==> config.mk <==
export PLATFORM = sky130hd
export DESIGN_NAME = vga_framebuffer_reader
export DESIGN_NICKNAME = d
export VERILOG_FILES = /design/src/rtl/vga_pkg.sv /design/src/rtl/vga_timing.sv /design/src/rtl/vga_framebuffer_reader.sv
export SDC_FILE = /design/constraint.sdc
export NUM_CORES = 1
export LEC_CHECK = 0
export ABC_AREA = 1
export CORE_MARGIN = 5
export CORE_UTILIZATION = 50
export DETAILED_ROUTE_END_ITERATION = 10
export GPL_TIMING_DRIVEN = 0
export PLACE_DENSITY = 0.71
export SLEW_MARGIN = 10
export SYNTH_ARGS = -nofsm -noshare
export SYNTH_HDL_FRONTEND = slang
export SYNTH_SLANG_ARGS = --single-unit
==> constraint.sdc <==
create_clock -name pclk -period 2 [get_ports pclk]
set_input_delay 0.4 -clock pclk [delete_from_list [all_inputs] [get_ports pclk]]
set_output_delay 0.4 -clock pclk [all_outputs]
set_load 0.01 [all_outputs]
==> src/rtl/vga_pkg.sv <==
// ---------------------------------------------------------------------------
// vga_pkg
// Shared VGA constants and types for the camera frame-buffer capture and
// display blocks.
//  - 640x480@60 horizontal/vertical timing (visible, porches, sync, totals)
//  - RGB444 word width and frame-buffer address width
//  - vga_ctl_t: per-pixel control bundle carried down the display pipeline
//  - bar_rgb(): colour of the 8-bar test pattern for a given column
// ---------------------------------------------------------------------------
package vga_pkg;

  localparam int H_VIS   = 640;
  localparam int H_FP    = 16;
  localparam int H_SYNC  = 96;
  localparam int H_BP    = 48;
  localparam int H_TOTAL = H_VIS + H_FP + H_SYNC + H_BP;  // 800

  localparam int V_VIS   = 480;
  localparam int V_FP    = 10;
  localparam int V_SYNC  = 2;
  localparam int V_BP    = 33;
  localparam int V_TOTAL = V_VIS + V_FP + V_SYNC + V_BP;  // 525

  localparam int RGB_W = 12;  // {R[3:0],G[3:0],B[3:0]}
  localparam int FB_AW = 19;  // addr = y*640+x, max 307199
  localparam int CNT_W = 10;  // wide enough for both hcnt and vcnt

  typedef logic [RGB_W-1:0] rgb_t;

  typedef struct packed {
    logic active;  // pixel is inside the visible window
    logic hs_n;    // horizontal sync, active low
    logic vs_n;    // vertical sync, active low
    logic first;   // first visible pixel of the frame
  } vga_ctl_t;

  // Value of the control bundle while nothing is being displayed.
  localparam vga_ctl_t CTL_IDLE = '{active: 1'b0, hs_n: 1'b1, vs_n: 1'b1, first: 1'b0};

  typedef enum logic [2:0] {
    BAR_WHITE, BAR_YELLOW, BAR_CYAN, BAR_GREEN,
    BAR_MAGENTA, BAR_RED, BAR_BLUE, BAR_BLACK
  } bar_e;

  // Eight vertical bars of 80 pixels each across the visible width.
  function automatic rgb_t bar_rgb(input logic [CNT_W-1:0] x);
    logic [2:0] idx;
    rgb_t       c;
    idx = 3'(x / CNT_W'(80));
    c   = '0;
    case (bar_e'(idx))
      BAR_WHITE:   c = 12'hFFF;
      BAR_YELLOW:  c = 12'hFF0;
      BAR_CYAN:    c = 12'h0FF;
      BAR_GREEN:   c = 12'h0F0;
      BAR_MAGENTA: c = 12'hF0F;
      BAR_RED:     c = 12'hF00;
      BAR_BLUE:    c = 12'h00F;
      default:     c = 12'h000;
    endcase
    return c;
  endfunction

endpackage

==> src/rtl/vga_timing.sv <==
// ---------------------------------------------------------------------------
// vga_timing
// Horizontal/vertical raster counters and the stage-0 control bundle.
// Porch and sync widths are fixed; only the visible width/height scale with
// the parameters.
// Ports:
//  pclk  in   pixel clock, all logic on posedge
//  rst   in   asynchronous active-high reset, counters restart at (0,0)
//  hcnt  out  current column 0..H_VIS+159
//  vcnt  out  current line   0..V_VIS+44
//  ctl   out  stage-0 active / hs_n / vs_n / first-pixel for (hcnt,vcnt)
// ---------------------------------------------------------------------------
module vga_timing
  import vga_pkg::*;
#(
  parameter int H_VIS = vga_pkg::H_VIS,
  parameter int V_VIS = vga_pkg::V_VIS
) (
  input  logic             pclk,
  input  logic             rst,
  output logic [CNT_W-1:0] hcnt,
  output logic [CNT_W-1:0] vcnt,
  output vga_ctl_t         ctl
);

  // Blanking intervals are taken from the package; the visible part follows
  // the parameters.
  localparam int HT = H_TOTAL - vga_pkg::H_VIS + H_VIS;
  localparam int VT = V_TOTAL - vga_pkg::V_VIS + V_VIS;

  localparam logic [CNT_W-1:0] H_LAST    = CNT_W'(HT - 1);
  localparam logic [CNT_W-1:0] V_LAST    = CNT_W'(VT - 1);
  localparam logic [CNT_W-1:0] H_VIS_C   = CNT_W'(H_VIS);
  localparam logic [CNT_W-1:0] V_VIS_C   = CNT_W'(V_VIS);
  localparam logic [CNT_W-1:0] H_SYNC_LO = CNT_W'(H_VIS + H_FP);
  localparam logic [CNT_W-1:0] H_SYNC_HI = CNT_W'(H_VIS + H_FP + H_SYNC - 1);
  localparam logic [CNT_W-1:0] V_SYNC_LO = CNT_W'(V_VIS + V_FP);
  localparam logic [CNT_W-1:0] V_SYNC_HI = CNT_W'(V_VIS + V_FP + V_SYNC - 1);

  // NOTE: sequential state uses non-blocking assignments so every flop
  // samples the values from before the edge, independent of statement order.
  always_ff @(posedge pclk or posedge rst) begin
    if (rst) begin
      hcnt <= '0;
      vcnt <= '0;
    end else if (hcnt == H_LAST) begin
      hcnt <= '0;
      vcnt <= (vcnt == V_LAST) ? '0 : vcnt + 1'b1;
    end else begin
      hcnt <= hcnt + 1'b1;
    end
  end

  always_comb begin
    ctl.active = (hcnt < H_VIS_C) && (vcnt < V_VIS_C);
    ctl.hs_n   = !((hcnt >= H_SYNC_LO) && (hcnt <= H_SYNC_HI));
    ctl.vs_n   = !((vcnt >= V_SYNC_LO) && (vcnt <= V_SYNC_HI));
    ctl.first  = (hcnt == '0) && (vcnt == '0);
  end

endmodule

==> src/rtl/vga_framebuffer_reader.sv <==
// ---------------------------------------------------------------------------
// vga_framebuffer_reader
// Read side of the camera frame buffer: 640x480@60 VGA timing on the 25 MHz
// pixel clock, one frame-buffer read per visible pixel, RGB444 + active-low
// syncs to the DAC pins. Counter state reaches the pins RD_LAT+1 cycles later.
// Build option: define VGA_TEST_PATTERN_EN to add the 8-bar colour test
// pattern selected by pattern_sel; otherwise pattern_sel is ignored.
// Parameters:
//  RD_LAT  frame-buffer read latency in pclk cycles (1..3)
//  H_VIS   visible pixels per line
//  V_VIS   visible lines per frame
// Ports:
//  pclk         in   pixel clock, all logic on posedge
//  rst          in   asynchronous active-high reset
//  rd_addr      out  frame-buffer read address, y*H_VIS+x while visible
//  rd_data      in   {R,G,B} word, valid RD_LAT cycles after rd_addr
//  pattern_sel  in   test pattern select (VGA_TEST_PATTERN_EN builds only)
//  vga_r/g/b    out  4-bit colour, black during blanking
//  vga_hs/vs    out  syncs, active low
//  frame_start  out  one-cycle pulse on the first visible pixel of a frame
// ---------------------------------------------------------------------------
module vga_framebuffer_reader
  import vga_pkg::*;
#(
  parameter int RD_LAT = 1,
  parameter int H_VIS  = vga_pkg::H_VIS,
  parameter int V_VIS  = vga_pkg::V_VIS
) (
  input  logic             pclk,
  input  logic             rst,
  output logic [FB_AW-1:0] rd_addr,
  input  logic [RGB_W-1:0] rd_data,
  input  logic             pattern_sel,
  output logic [3:0]       vga_r,
  output logic [3:0]       vga_g,
  output logic [3:0]       vga_b,
  output logic             vga_hs,
  output logic             vga_vs,
  output logic             frame_start
);

  logic [CNT_W-1:0] hcnt;
  logic [CNT_W-1:0] vcnt;
  vga_ctl_t         ctl0;
  vga_ctl_t         ctl_pipe [RD_LAT];
  vga_ctl_t         ctl_d;
  logic             last_px;
  rgb_t             pix;

  vga_timing #(
    .H_VIS (H_VIS),
    .V_VIS (V_VIS)
  ) u_timing (
    .pclk (pclk),
    .rst  (rst),
    .hcnt (hcnt),
    .vcnt (vcnt),
    .ctl  (ctl0)
  );

  // Running address instead of y*H_VIS+x: step on every visible pixel, hold
  // through blanking, and restart right after the last visible pixel so the
  // address never leaves 0..H_VIS*V_VIS-1.
  assign last_px = (hcnt == CNT_W'(H_VIS - 1)) && (vcnt == CNT_W'(V_VIS - 1));

  always_ff @(posedge pclk or posedge rst) begin
    if (rst)              rd_addr <= '0;
    else if (last_px)     rd_addr <= '0;
    else if (ctl0.active) rd_addr <= rd_addr + 1'b1;
  end

  // Control bundle delayed by the read latency so it lines up with rd_data.
  // NOTE: the delay line is only RD_LAT small flops, so it is reset like any
  // other register; that guarantees blank/idle syncs straight out of reset.
  always_ff @(posedge pclk or posedge rst) begin
    if (rst) begin
      for (int i = 0; i < RD_LAT; i++) ctl_pipe[i] <= CTL_IDLE;
    end else begin
      ctl_pipe[0] <= ctl0;
      for (int i = 1; i < RD_LAT; i++) ctl_pipe[i] <= ctl_pipe[i-1];
    end
  end

  assign ctl_d = ctl_pipe[RD_LAT-1];

`ifdef VGA_TEST_PATTERN_EN
  // Pattern colour is computed at stage 0 and travels with the control bits,
  // giving it exactly the latency of frame data.
  rgb_t pat_pipe [RD_LAT];
  logic pat_sel_pipe [RD_LAT];

  always_ff @(posedge pclk or posedge rst) begin
    if (rst) begin
      for (int i = 0; i < RD_LAT; i++) begin
        pat_pipe[i]     <= '0;
        pat_sel_pipe[i] <= 1'b0;
      end
    end else begin
      pat_pipe[0]     <= bar_rgb(hcnt);
      pat_sel_pipe[0] <= pattern_sel;
      for (int i = 1; i < RD_LAT; i++) begin
        pat_pipe[i]     <= pat_pipe[i-1];
        pat_sel_pipe[i] <= pat_sel_pipe[i-1];
      end
    end
  end
`else
  // Port kept for the fixed pinout; nothing is built behind it.
  logic unused_pattern_sel;
  assign unused_pattern_sel = pattern_sel;
`endif

  // NOTE: pix gets its default before any condition, so every path assigns
  // it and no latch is inferred.
  always_comb begin
    pix = '0;
    if (ctl_d.active) begin
`ifdef VGA_TEST_PATTERN_EN
      pix = pat_sel_pipe[RD_LAT-1] ? pat_pipe[RD_LAT-1] : rd_data;
`else
      pix = rd_data;
`endif
    end
  end

  always_ff @(posedge pclk or posedge rst) begin
    if (rst) begin
      {vga_r, vga_g, vga_b} <= '0;
      vga_hs                <= 1'b1;
      vga_vs                <= 1'b1;
      frame_start           <= 1'b0;
    end else begin
      {vga_r, vga_g, vga_b} <= pix;
      vga_hs                <= ctl_d.hs_n;
      vga_vs                <= ctl_d.vs_n;
      frame_start           <= ctl_d.first;
    end
  end

endmodule

==> metrics.cfg, run 1 <==
[final_layout]
drive_above_1_share=0.119
finalInstanceArea_sq_um=3840
syn2layout_area_growth_pct=24.8
utilization=0.645
finalNetCount=469
fill_cells=519
insertedDiodeCount=0
final_cell_count_no_fill=528

[sta]
slew-limit-headroom=0.582
fin_crit_sh=0.902
timing.fmax_mhz=555
finalWorstSetupSlack_ns=0.197
clock_skew_ns=0.00666
rsz0062_at_grt=false
finalSetupViolations=0
final-max-slew-violation-count=0
max_slew.worst_pin.slew_ns=0.627
fin_setup_tns_ns=0
hold_violations=0
timing.hold.ws_ns=0.353
fin_crit_ns=1.80

[global_route]
track_usage=0.191
grt_pass1_wl_um=11700
antenna_found_initial=0
grt_overflow_total=0
grt_max_degree=31
grt_pass1_vias=2597

[yosys]
synth_area_leaders=dfrtp_1 (44%), nand2_1 (11%), inv_1 (7.7%)
netlist_top_cells_count=nand2_1 (92), inv_1 (63), dfrtp_1 (54), nor2_1 (44), nand3_1 (27)
synth_seq_cells=58
yosys_most_used_dff=dfrtp_1
ys.warnings.count=0
synth_edf_count=0
postSynthAreaPerCell_sq_um=7.92
synth_top_family_by_area=simple AND/OR/NAND/NOR gates
muxShareOfSynthArea=0
ys_seq_area_frac=0.473
synthXorXnorAreaFrac=0.0256
syn_area_sq_um=3080
synth-adder-area-share=0.0244
syn_nets=410
synthCells=389
synth_largest_area_cell=dfrtp_1
synth_top_area_frac=0.439
synth_compound_area_frac=0.0512
async_reset_ff_frac=1.00
synth.most_common_cell=nand2_1
ys_types=32
yosys.area_share.simple=0.327

[floorplanning]
dieArea_sq_um=7830
rows=28
start_util=0.517
fp.dieW_um=88.5
die_y_um=88.5
coreArea_sq_um=5960
io_pins=49

[placement]
dp_cells=512
place_ws_ns=0.255
post-dp-hpwl_um=5160
placed_cell_area_sq_um=3660
io_buffers=47
gp_congestion=0.881

[worst_setup_path]
worstSetupPathType=reg -> out
slowest_delay_ns=0.54
endpoint_kind=primary output
critPathTopFamily=buffers and inverters
crit_buf_inv=1
slowest_stage=clkdlybuf4s50_1
critPathArrivalTime_ns=1.40
reg2reg_depth=6
path_cells=clkdlybuf4s50_1
critPathMaxFanout=1
worst_setup_path_start_kind=flip-flop
path_depth=1
crit_required_ns=1.60

[cts]
cts_setup_buffers=0
cts_resized=0
cts_hold_buf=0
clkSinkCount=58
htree_levels=3
clock_tree.buffer_depth=2
cts_buffers=9
cts_tree=done
path_clk_slew_ns=0.07
clkLatencyLatePin_ns=0.34
root_buffer=clkbuf_8

[routing]
vias=2719
drt_pass1_iterations=4
first_iter_violations=161
via_per_inst=5.15
post_drt_wl_per_cell_um=13.2
routed_wl_um=6960
drc=0
ant_nets=0

[job]
drv_cap=0

[power_and_ir_drop]
power_mw=2.25
ir_drop_uv=352
p_per_area_nw_per_um2=586
leakage_nw=1.81

[min_path]
hp-class=reg -> reg
min_path_cells=0

[run_status]
status=finished, final reports clean

==> worst paths after layout <==
| path | endpoint | slack (ns) | startpoint |
|---|---|---|---|
| max in group asynchronous | ctl_d[1]$_DFF_PP1_ | 0.91 | rst |
| min in group asynchronous | vga_g[0]$_DFF_PP0_ | 0.45 | rst |
| min reg2reg | vga_hs$_DFF_PP1_ | 0.35 | ctl_d[2]$_DFF_PP1_ |
| min | vga_hs$_DFF_PP1_ | 0.35 | ctl_d[2]$_DFF_PP1_ |
| max reg2reg | rd_addr[14]$_DFFE_PP0P_ | 0.22 | rd_addr[0]$_DFFE_PP0P_ |
| max | vga_hs | 0.20 | vga_hs$_DFF_PP1_ |
==> where the power goes <==
| group | internal [mW] | switching (mW) | total, mW |
|---|---|---|---|
| Sequential | 1.19 | 0.00257 | 1.19 |
| Combinational | 0.0509 | 0.0437 | 0.0945 |
| Clock | 0.481 | 0.489 | 0.970 |
| Total | 1.72 | 0.535 | 2.25 |
==> sequential cells by signal, summed over array words and instances, names as in the netlist <==
name           count
ctl_d              4
frame_start        1
rd_addr           19
u_timing.hcnt     10
u_timing.vcnt     10
vga_b              4
vga_g              4
vga_hs             1
vga_r              4
vga_vs             1
==> cell type report <==
type	count	area, sq um	area share
flip-flops and latches	58	1460	0.379
multi-input cells	257	1320	0.343
repair buffers	48	490	0.128
inverters	67	251	0.0655
clock buffers	10	138	0.0358
well taps	75	93.8	0.0244
plain buffers	7	53.8	0.0140
clock inverters	6	41.3	0.0107
==> layer usage <==
layer  global-route usage  wire, um  vias up
met5                    0         0        -
met4               0.0893       126        0
met3               0.0382       442       14
met2                0.315      3210       77
met1                0.242      3180     1270
li1                     -         -     1358
==> layout by cell type, fill, tap and decap left out, types with 2 or more instances in the layout <==
master,n
inv_1,62
nand2_2,3
xnor2_1,2
nand2_1,92
o21ai_0,13
a21oi_2,3
nor2_1,44
nor4_1,2
clkinvlp_4,3
nor3_2,2
nor2_4,4
xor2_1,7
clkbuf_8,10
dfstp_2,4
buf_6,2
nand3_1,27
nor3_1,7
nor2_2,6
dfrtp_1,54
o21ai_1,5
a21oi_1,5
buf_4,3
clkdlybuf4s50_1,47
clkinv_2,2
nand4_1,22
inv_2,5
ha_1,6
==> cell families after synthesis <==
| kind of cell | after synthesis |
|---|---|
| buffers and inverters | 74 |
| and+or+nand+nor | 214 |
| xor gates and xnor gates | 9 |
| adders and majority gates | 6 |
| AOI/OAI and AO/OA | 28 |
| DFF | 58 |
Note: power is estimated with default switching activity, not from simulation.
==> run 2: changes to the inputs <==
clock period = 1.75 ns   (was 2 ns; I/O delays follow)
==> run 2 against run 1 <==
  * Clock power up 15%
  * Non-clock buffer count up 1
  * Die area unchanged
  * Register-to-register slack worse by 0.13 ns
  * Largest cell class unchanged
  * Total power up 15%
  * Hold slack better by 0.0093 ns
  * Highest routed layer unchanged
  * Critical path depth unchanged
  * Critical path type unchanged
  * Via count down 0.22%
==> metrics.cfg, run 2 (synthesis gave the netlist of run 1 again) <==
[sta]
final-max-slew-violation-count=0
finalSetupViolations=0
max_slew.worst_pin.slew_ns=0.459
clock_skew_ns=0.0101
hold_violations=0
fin_crit_ns=1.71
timing.fmax_mhz=584
fin_crit_sh=0.979
slew-limit-headroom=0.694

[power_and_ir_drop]
clockPowerShare=0.434
netSwitchingPower_mw=0.623
leakage_nw=1.80
p_seq_frac=0.525
combPwrFrac=0.041
power_mw=2.59
ir_drop_uv=439
p_int_mw=1.96
p_per_area_nw_per_um2=667
swShare=0.241

[worst_setup_path]
r2r_setup_slack_ns=0.09
slowest_stage=clkdlybuf4s50_1
worstSetupPathType=reg -> out
critPathMaxFanout=6
critPathArrivalTime_ns=1.36
path_cells=clkdlybuf4s50_1
crit_buf_inv=1
worst_setup_path_start_kind=flip-flop
reg2reg_from=u_timing.hcnt[0]$_DFF_PP0_
crit_required_ns=1.40
slowest_delay_ns=0.58
reg2reg_depth=7
critPathTopFamily=buffers and inverters
worstReg2RegEnd=u_timing.vcnt[4]$_DFFE_PP0N_
endpoint_kind=primary output

[final_layout]
largest_reg_flops=19
insertedDiodeCount=0
layout_common_cells=nand2_1 (92), inv_1 (61), dfrtp_1 (52)
utilization=0.651
regArea_sq_um=1460
top_regs=rd_addr: 19 flops, u_timing.hcnt: 10 flops, u_timing.vcnt: 10 flops
multi_input_area_sq_um=1330
finalNetCount=470
final_cell_count_no_fill=529
regMostFlops=rd_addr
final_common_cell=nand2_1
fill_cells=508
drive_above_1_share=0.132
syn2layout_area_growth_pct=26.0

[cts]
clkSinkCount=58
root_buffer=clkbuf_8
htree_levels=3
clock_tree.buffer_depth=2
cts_buffers=9
clkLatencyLatePin_ns=0.33
path_clk_slew_ns=0.07
cts_tree=done

[routing]
vias=2713
drc=0
via_per_inst=5.13
ant_nets=0
routed_wl_um=6880
drt_pass1_iterations=7
first_iter_violations=191
post_drt_wl_per_cell_um=13.0

[floorplanning]
dieArea_sq_um=7830
start_util=0.517
rows=28
die_y_um=88.5
coreArea_sq_um=5960
fp.dieW_um=88.5
io_pins=49

[min_path]
min_from=ctl_d[1]$_DFF_PP1_
min_path_cells=0
holdPathEnd=vga_vs$_DFF_PP1_
hp-class=reg -> reg

[global_route]
grt_max_degree=59
antenna_found_initial=0
track_usage=0.185
grt_pass1_wl_um=11400
grt_overflow_total=0
grt_pass1_vias=2513

[placement]
gp_congestion=0.878
dp_cells=511
io_buffers=47
post-dp-hpwl_um=4930

[job]
drv_cap=0

[run_status]
status=finished, final reports clean

## run 2: cell count changes in the layout (fill, tap and decap cells not counted), sizes merged
cell           change
clkdlybuf4s50      -2
dlymetal6s2s       +2
buf                +1
clkinvlp           +1
inv                -1
## run 2: worst max-delay path by stage
| stage | startpoint | cells after the start | to |
|---|---|---|---|
| final | rd_addr[9]$_DFFE_PP0P_ | 1 | rd_addr[9] |
| after global routing | u_timing.hcnt[0]$_DFF_PP0_ | 7 | u_timing.vcnt[4]$_DFFE_PP0N_ |
| after CTS | vga_vs$_DFF_PP1_ | 1 | vga_vs |
| after detailed placement | rst | 2 | u_timing.vcnt[9]$_DFFE_PP0N_ |
| after global placement | rst | 2 | rd_addr[13]$_DFFE_PP0P_ |
| after floorplan | rd_addr[0]$_DFFE_PP0P_ | 8 | rd_addr[16]$_DFFE_PP0P_ |
## run 2: area by class of cell
cell class                      instances  share of cell area
Sequential cell                        58               0.376
Multi-Input combinational cell        257               0.343
Timing Repair Buffer                   49               0.130
Inverter                               67              0.0658
Clock buffer                           10              0.0355
Tap cell                               75              0.0242
Buffer                                  7              0.0148
Clock inverter                          6              0.0106
## run 2: stage by stage
step	setup WS, ns	cell area [sq um]	hold slack, ns	setup TNS, ns
6_report	0.0373	3880	0.362	0
5_1_grt	-0.0119	3880	0.361	-0.0281
4_1_cts	0.00460	3830	0.358	0
3_5_place_dp	-0.00926	3650	0.347	-0.349
3_3_place_gp	0.00218	3650	0.336	0
2_1_floorplan	0.231	3080	0.331	0
## run 2: layer usage
layer,routed length [um],GRT usage,part of all wire
met2,3120,0.284,0.45
met3,496,0.0428,0.072
met4,103,0.0742,0.015
met5,0,0,0
met1,3160,0.253,0.46
## run 2: timing repair
action / CTS / global route
hold buffers: 0 / 0
endpoints found under the setup margin: 0 / 12
setup buffers: 0 / 1
gates resized for setup: 0 / 9
## run 2: power groups by stage
stage                     Combinational (mW)  Clock [mW]  Sequential (mW)
after floorplan                       0.0300           0             1.39
after global placement                 0.104           0             1.38
after detailed placement               0.104           0             1.38
after CTS                              0.105        1.15             1.36
after global routing                   0.119        1.21             1.36
final                                  0.107        1.12             1.36
